--- src/rtl/io_config_chain.sv ---
// Serial IO configuration chain: shifts CHAIN_LEN bits into a shadow register,
// checks even parity and commits to per-group select registers, then passes the token on.

module io_cfg_group #(
   parameter int SEL_W = 2
) (
   input  logic             clk,
   input  logic             reset,
   input  logic             commit,
   input  logic [SEL_W-1:0] sel_d,
   output logic [SEL_W-1:0] sel_q
);

   always_ff @(posedge clk) begin
      if (!reset)
         sel_q <= '0;
      else if (commit)
         sel_q <= sel_d;
   end

endmodule

module io_config_chain #(
   parameter int N_IO  = 8,
   parameter int SEL_W = 2
) (
   input  logic                  clk,
   input  logic                  reset,
   input  logic                  prgm_b,
   input  logic                  io_prgm_b,
   input  logic                  io_prgm_b_in,
   input  logic                  bit_in,
   output logic                  io_prgm_b_out,
   output logic                  bit_out,
   output logic [N_IO*SEL_W-1:0] cfg_out,
   output logic                  cfg_err
);

   localparam int CHAIN_LEN = N_IO * SEL_W;
   localparam int CNT_W     = $clog2(CHAIN_LEN + 1);
   localparam logic [CNT_W-1:0] LAST = CNT_W'(CHAIN_LEN);

   typedef enum logic [2:0] {IDLE, SHIFT, PARITY, DONE, ERROR} state_t;

   state_t               state, state_nxt;
   logic [CNT_W-1:0]     count, cnt_nxt;
   logic [CHAIN_LEN-1:0] shadow;
   logic [CHAIN_LEN:0]   shift_word;
   logic                 shift_en, parity_ok, last_bit;
   logic                 data_shift, commit, set_err, clr_err, done_hold;

   assign shift_en   = !prgm_b && io_prgm_b && io_prgm_b_in;
   assign parity_ok  = ~(^shadow ^ bit_in);
   assign shift_word = {bit_in, shadow};
   // IDLE captures bit 1; SHIFT never runs with count already at CHAIN_LEN
   assign cnt_nxt    = (state == IDLE) ? CNT_W'(1) : count + 1'b1;
   assign last_bit   = (cnt_nxt == LAST);

   always_ff @(posedge clk) begin
      if (!reset)
         state <= IDLE;
      else
         state <= state_nxt;
   end

   always_comb begin
      state_nxt = state;
      case (state)
         IDLE:
            if (shift_en)
               state_nxt = last_bit ? PARITY : SHIFT;
         SHIFT:
            if (prgm_b)
               state_nxt = IDLE;
            else if (shift_en && last_bit)
               state_nxt = PARITY;
         PARITY:
            if (prgm_b)
               state_nxt = IDLE;
            else if (shift_en)
               state_nxt = parity_ok ? DONE : ERROR;
         DONE, ERROR:
            if (prgm_b)
               state_nxt = IDLE;
         default:
            state_nxt = IDLE;
      endcase
   end

   always_comb begin
      data_shift = 1'b0;
      commit     = 1'b0;
      set_err    = 1'b0;
      clr_err    = 1'b0;
      done_hold  = 1'b0;
      case (state)
         IDLE: begin
            data_shift = shift_en;
            clr_err    = shift_en;
         end
         SHIFT:
            data_shift = shift_en;
         PARITY: begin
            commit  = shift_en && parity_ok;
            set_err = shift_en && !parity_ok;
         end
         DONE:
            done_hold = !prgm_b;
         default: ;
      endcase
   end

   always_ff @(posedge clk) begin
      if (!reset) begin
         count         <= '0;
         shadow        <= '0;
         bit_out       <= 1'b0;
         cfg_err       <= 1'b0;
         io_prgm_b_out <= 1'b0;
      end else begin
         if (data_shift) begin
            shadow  <= shift_word[CHAIN_LEN:1];
            count   <= cnt_nxt;
            bit_out <= shadow[0];
         end else if (state_nxt == IDLE) begin
            count <= '0;
         end
         if (clr_err)
            cfg_err <= 1'b0;
         else if (set_err)
            cfg_err <= 1'b1;
         // token rises the cycle after the commit edge and drops when prgm_b returns
         io_prgm_b_out <= done_hold;
      end
   end

   for (genvar g = 0; g < N_IO; g++) begin : g_grp
      io_cfg_group #(.SEL_W(SEL_W)) u_grp (
         .clk    (clk),
         .reset  (reset),
         .commit (commit),
         .sel_d  (shadow[g*SEL_W +: SEL_W]),
         .sel_q  (cfg_out[g*SEL_W +: SEL_W])
      );
   end

endmodule

--- config.mk ---
export PLATFORM = sky130hd
export DESIGN_NAME = io_config_chain
export DESIGN_NICKNAME = d
export VERILOG_FILES = /design/src/rtl/io_config_chain.sv
export SDC_FILE = /design/constraint.sdc
export NUM_CORES = 1
export LEC_CHECK = 0
export ABC_AREA = 1
export CORE_MARGIN = 3
export CORE_UTILIZATION = 43
export CTS_CLUSTER_DIAMETER = 150
export DETAILED_ROUTE_END_ITERATION = 8
export GPL_TIMING_DRIVEN = 0
export SLEW_MARGIN = 0
export SYNTH_ARGS = -nofsm -noshare
export SYNTH_HDL_FRONTEND = slang
export SYNTH_HIERARCHICAL = 1
export SYNTH_SLANG_ARGS = --single-unit
--- constraint.sdc ---
create_clock -name clk -period 5.2 [get_ports clk]
set_clock_uncertainty 0.05 [all_clocks]
set_input_delay 1.04 -clock clk [delete_from_list [all_inputs] [get_ports clk]]
set_output_delay 1.04 -clock clk [all_outputs]
set_load 0.005 [all_outputs]
==> results_dict.tcl, run 1 <==
set metrics [dict create \
    holdBufCountCts 0 \
    yosysMostFrequentCell "nand2_1" \
    dpl.hpwl_mm 2.898 \
    cts_tree "built" \
    path_cells "clkdlybuf4s50_1 -> inv_1 -> nand2_2 -> nand3_2 -> nand2_1 -> nand2_2 -> nand2_1 -> nand2_2 -> inv_1 -> nand2_1 -> nand2_1 -> nor2_1" \
    r2r_start "shadow[12]" \
    path_max_fanout 32 \
    clkTransAtPathRegs_ns 0.08 \
    start_util 0.4589 \
    cts_buffers 5 \
    h-tree-depth 2 \
    finalSetupViolCount 0 \
    die_area_um2 5675 \
    crit_buf_inv 3 \
    end_kind "flop" \
    num_io_pins 25 \
    synthArstFlopShare 0 \
    seq_area_frac_synth 0.4165 \
    drv_cap 0 \
    grt_pass1_wl_mm 7.176 \
    die_w_um 75.33 \
    gp_congestion 0.8183 \
    n_antenna_cell 0 \
    worst_pin_slew_ns 0.9260 \
    r2r-end "g_grp[6].u_grp/sel_q[1]" \
    yosys-top-cells-area "dfxtp_1 42%, nand2_1 14%, nor2_1 12%" \
    holdPathStages 2 \
    worst_hold_path_type "flop to flop" \
    slowest_delay_ns 0.68 \
    startpoint_type "primary input" \
    swShare 0.2410 \
    critical_path.most_common_cell "nand2_1" \
    use_met1 0.2184 \
    finalCritPeriodShare 0.5557 \
    drtPass1Iterations 5 \
    use_met3 0.04090 \
    postSynthCellCount 308 \
    wl_mm 4.076 \
    rows 24 \
    fin_util 0.5528 \
    cp_slowest_cell "inv_1" \
    status "complete, no violations" \
    grt-ovfl-total 0 \
    worstSetupPathType "primary input to flop" \
    drive_above_1_share 0.07941 \
    reg2regPathDepth 15 \
    fmax_mhz 346.0 \
    finalHoldViolCount 0 \
    synth_common_cells "77 x nand2_1, 64 x nor2_1, 43 x dfxtp_1" \
    peakVddDrop_mv 0.1378 \
    whs_ns 0.4211 \
    synth-edff-count 0 \
    detail-route-antenna-nets 0 \
    cts_sinks 43 \
    p_seq_frac 0.503 \
    hold_start "g_grp[0].u_grp/sel_q[0]" \
    cp_num_cells 12 \
    synth_top_area_share 0.4165 \
    ys.flop_type "dfxtp_1" \
    grt_use_total 0.1641 \
    synthesis.area_um2 2067 \
    grt_max_degree 33 \
    die_y_um 75.33 \
    clk_latency_ns 0.29 \
    yosysWarnings 6 \
    drc 0 \
    internal_power_uw 520.7 \
    whs_endpoint "g_grp[0].u_grp/sel_q[0]" \
    startpoint "bit_in" \
    switching_power_uw 165.3 \
    drtIter0Drc 171 \
    power.share.clock 0.388 \
    cts-root-buf "clkbuf_8" \
    gr-usage-met2 0.2589 \
    clockBufferDepth 2 \
    antenna_found_initial 0 \
    period_needed_ns 2.890 \
    post_drt_wl_per_cell_um 10.40 \
    fill_cells 470 \
    cts_setup_buffers 0 \
    synth-seq-cells 43 \
    cts_resized 0 \
    slew_violations 0 \
    p_per_area_nw_per_um2 275.5 \
    synth_nets 315 \
    crit_arrival_ns 3.03 \
    critPathTopFamily "buffers and inverters" \
    top_usage_layer "met2" \
    first_global_vias 1629 \
    area.growth.synth_to_final_pct 20.46 \
    finalSetupTns_ns 0 \
    io_buffers 24 \
    critPathRequiredTime_ns 5.34 \
    p_leak_uw 0.001056 \
    ff2ff_setup_slack_ns 2.90 \
    vias 1844 \
    synth_cell_types 21 \
    rsz0062_at_grt "no" \
    nNetsFinal 346 \
    p_comb_frac 0.108 \
    via_per_inst 4.704 \
    max_slew_margin 0.3820 \
    syn_avg_cell_area_um2 6.711 \
    yosys.area.top_type "dfxtp_1" \
    fp.coreArea_um2 4504 \
]
[worst reg2reg max path: stages (launching register included)]
cell and delay (ns):
dfxtp_1 0.40, inv_1 0.10, nand2_1 0.07, nand2_1 0.06
nand2_2 0.07, nand2_1 0.06, nand2_2 0.07, nand3_2 0.08
nand2_1 0.09, nand2_2 0.05, nand2_1 0.06, nand2_2 0.07
inv_1 0.68, nand2_1 0.13, nand2_1 0.10, nor2_1 0.05
[logic make-up (layout without fill, tap and decap cells)]
| logic type | count (synthesis) | in the layout | share of synthesized area |
|---|---|---|---|
| AO/OA/AOI/OAI | 34 | 34 | 0.08414 |
| AND/OR/NAND/NOR | 175 | 175 | 0.3590 |
| XOR/XNOR | 14 | 14 | 0.05932 |
| adder cells (fa/ha/maj) | 1 | 1 | 0.006052 |
| flip-flops | 43 | 43 | 0.4165 |
| buffers and inverters | 41 | 73 | 0.07506 |
[cell type report]
type                    instances  area (um^2)  share of cell area
clock buffers                   6        82.58             0.03317
clock inverters                 2        35.03             0.01407
well taps                      52        65.06             0.02613
flip-flops and latches         43        860.8              0.3457
inverters                      35        131.4             0.05276
plain buffers                   6        23.77            0.009548
multi-input cells             224         1051              0.4221
repair buffers                 24        240.2             0.09648
[how the worst max path moves through the flow]
stage                         endpoint
6_report       g_grp[6].u_grp/sel_q[1]
5_1_grt        g_grp[6].u_grp/sel_q[0]
4_1_cts        g_grp[6].u_grp/sel_q[1]
3_5_place_dp   g_grp[6].u_grp/sel_q[1]
3_3_place_gp   g_grp[5].u_grp/sel_q[0]
2_1_floorplan  g_grp[0].u_grp/sel_q[1]
[state kept, by name (all words and copies together) (netlist names)]
name,flops
bit_out,1
cfg_err,1
count,5
g_grp.u_grp/sel_q,16
io_prgm_b_out,1
shadow,16
state,3
[power groups by stage]
stage / sequential, uW / combinational, uW / clock (uW)
after floorplan: 351 / 57.4 / 0
after global placement: 353 / 73.9 / 0
after detailed placement: 353 / 75.2 / 0
after CTS: 345 / 75.5 / 279
after global routing: 347 / 88.3 / 288
final: 345 / 74.2 / 266
[layout by cell type (no fill, tap or decap)]
cell type and n:
nand2_1 77, a221oi_1 1, clkbuf_1 3, nor2_2 3, clkdlybuf4s50_1 24, inv_2 1, xor2_1 7, nand3b_1 1
clkbuf_8 6, bufinv_16 1, dfxtp_1 43, buf_1 2, o21ai_0 19, buf_2 1, nand3_1 12, clkinv_2 1
nand4_1 3, xnor2_1 7, nand3_2 4, nor3_1 1, ha_1 1, nor2_1 64, nand2_2 10, a21oi_1 14
inv_1 34
[layer usage]
layer  routed length (um)  share of wire  vias up
met1                 2042           0.50      796
met2                 1822           0.45       32
met4                   62          0.015        0
met5                    0              0        -
li1                     -              -     1010
met3                  149          0.037        6
[metrics by stage]
stage / std cells / setup slack [ns] / power, uW / instance area, um^2
floorplan: 308 / 2.845 / 408.5 / 2067
global placement: 384 / 1.985 / 427.1 / 2372
detailed placement: 384 / 1.947 / 428.4 / 2372
CTS: 392 / 2.263 / 700.3 / 2490
global route: 392 / 2.051 / 723.4 / 2490
finish: 392 / 2.310 / 686.1 / 2490
No activity file was read; power rests on OpenSTA's default activity.
==> inputs of run 2 (changes only) <==
==> constraint.sdc (replaced) <==
create_clock -name clk -period 2.98 [get_ports clk]
set_clock_uncertainty 0.05 [all_clocks]
set_input_delay 0.596 -clock clk [delete_from_list [all_inputs] [get_ports clk]]
set_output_delay 0.596 -clock clk [all_outputs]
set_load 0.005 [all_outputs]
==> results of run 2 <==
The final DEF is identical to that of run 1. Status: complete, no violations.
Main changes from that run: setup slack after placement 1.947 ns -> 0.1709 ns; setup slack after layout 2.310 ns -> 0.5341 ns; register-to-register setup slack 2.90 ns -> 0.68 ns; total power 686.1 uW -> 1197 uW; worst IR drop on VDD 0.1378 mV -> 0.2404 mV
==> RTL edit, RTL diff (config.mk and constraints of run 2) <==
Register the output `cfg_err` once more, cleared by the reset; this adds one clock of latency there. The other outputs are not delayed to match.
--- a/src/rtl/io_config_chain.sv
+++ b/src/rtl/io_config_chain.sv
@@ -41,6 +41,8 @@
    localparam logic [CNT_W-1:0] LAST = CNT_W'(CHAIN_LEN);
 
    typedef enum logic [2:0] {IDLE, SHIFT, PARITY, DONE, ERROR} state_t;
+
+   logic cfg_err_s0;
 
    state_t               state, state_nxt;
    logic [CNT_W-1:0]     count, cnt_nxt;
@@ -115,7 +117,7 @@
          count         <= '0;
          shadow        <= '0;
          bit_out       <= 1'b0;
-         cfg_err       <= 1'b0;
+         cfg_err_s0    <= 1'b0;
          io_prgm_b_out <= 1'b0;
       end else begin
          if (data_shift) begin
@@ -126,9 +128,9 @@
             count <= '0;
          end
          if (clr_err)
-            cfg_err <= 1'b0;
+            cfg_err_s0 <= 1'b0;
          else if (set_err)
-            cfg_err <= 1'b1;
+            cfg_err_s0 <= 1'b1;
          // token rises the cycle after the commit edge and drops when prgm_b returns
          io_prgm_b_out <= done_hold;
       end
@@ -144,5 +146,13 @@
       );
    end
 
+   always_ff @(posedge clk) begin
+      if (!reset) begin
+         cfg_err <= '0;
+      end else begin
+         cfg_err <= cfg_err_s0;
+      end
+   end
+
 endmodule
 
Formal check against the unedited RTL: same outputs for any inputs over 10 cycles, from zero or initial values and one cycle with reset low; that may be too few to reach the edited logic, so the function may still have changed.
==> RTL edit against run 2 <==
  * Synthesized cell count up 0.97%
  * Critical path depth unchanged
  * Total power down 4.7%
  * Sequential share of layout area up 0.52 points
  * Routed wire length up 1.2%
  * Synthesized area up 1.3%
  * Sequential cell count up 1
  * Worst setup slack better by 0.047 ns
  * Final area up 0.80%
==> RTL edit: results (changes against run 2) <==
The run gives 349 (+0.87%) as the number of nets in the layout. The run finished with clean final reports. Wire length per cell after detailed routing: 10.1 um (-2.8%). The net count after synthesis is 318 (+0.95%). Sequential area share after synthesis: 42.1% (+0.41 points). The commonest cells after synthesis are sky130_fd_sc_hd__nand2_1 (78), sky130_fd_sc_hd__nor2_1 (64), sky130_fd_sc_hd__dfxtp_1 (44). The number of placed instances with taps included is 400 (+4.2%). In this run the most critical hold path is launched from cfg_err_s0$_SDFFE_PP0P_. Combined area of the multi-input logic cells: 1050 um2 (+0.36%). The layout cell share with drive strength beyond 1 works out to 7.58% (-0.36 points). For the wire length of the first global-routing pass, the log shows 7040 um (-1.9%). The worst register-to-register path ends at g_grp[0].u_grp/sel_q[1]$_SDFFE_PN0P_.

The sum of routed wire segments on met1 is 2130 um (+4.4%). The violation count after the first detailed-route iteration was 58 (-66%). For the worst slack on hold paths, the log shows 0.369 ns (-0.0521 ns). The mean instance size in the synthesized netlist came out at 6.73 um2 (+0.35%). The sink count of the clock tree is 44 (+2.3%). Weighted congestion at the end of routability-driven global placement: 0.828 (+1.2%). The total length of routed met2 wires is 1760 um (-3.4%).

The relative area of non-clock buffer cells in the final design works out to 10.5% (-0.085 points). The HPWL reported at the end of detailed placement was 2940 um (+1.3%); the via count of the first global-routing pass was 1572 (-3.5%). Distinct cell type count after synthesis: 20 (-4.8%). The number of non-clock inverters works out to 36 (+2.9%). The register fraction of the total cell area is 35.1% (+0.52 points).
[RTL edit: worst max-delay path: stages]
cell                              delay, ns
sky130_fd_sc_hd__clkdlybuf4s50_1       0.51
sky130_fd_sc_hd__inv_1                 0.08
sky130_fd_sc_hd__nand2_2               0.09
sky130_fd_sc_hd__nand3_2               0.07
sky130_fd_sc_hd__nand2_1               0.08
sky130_fd_sc_hd__nand2_2               0.05
sky130_fd_sc_hd__nand2_1               0.07
sky130_fd_sc_hd__nand2_2               0.07
sky130_fd_sc_hd__inv_1                 0.66
sky130_fd_sc_hd__nand2_1               0.12
sky130_fd_sc_hd__nand2_1               0.09
sky130_fd_sc_hd__nor2_1                0.05
[RTL edit: how the worst max path moves through the flow]
stage / to / from / slack [ns] / cells past startpoint
finish: g_grp[0].u_grp/sel_q[1]$_SDFFE_PN0P_ / bit_in / 0.58 / 12
global route: g_grp[4].u_grp/sel_q[1]$_SDFFE_PN0P_ / bit_in / 0.26 / 12
CTS: g_grp[0].u_grp/sel_q[1]$_SDFFE_PN0P_ / bit_in / 0.51 / 12
detailed placement: g_grp[0].u_grp/sel_q[1]$_SDFFE_PN0P_ / bit_in / 0.20 / 12
global placement: g_grp[0].u_grp/sel_q[1]$_SDFFE_PN0P_ / bit_in / 0.20 / 12
floorplan: g_grp[0].u_grp/sel_q[1]$_SDFFE_PN0P_ / bit_in / 1.07 / 12
[RTL edit: cells by family (layout without fill, tap and decap cells)]
group,count (synthesis),after routing,synth area share (%)
AOI/OAI and AO/OA,34,34,8.30
xor gates and xnor gates,14,14,5.85
adders and majority gates,1,1,0.597
buffers and inverters,42,74,7.59
DFF,44,44,42.1
and+or+nand+nor,176,176,35.6
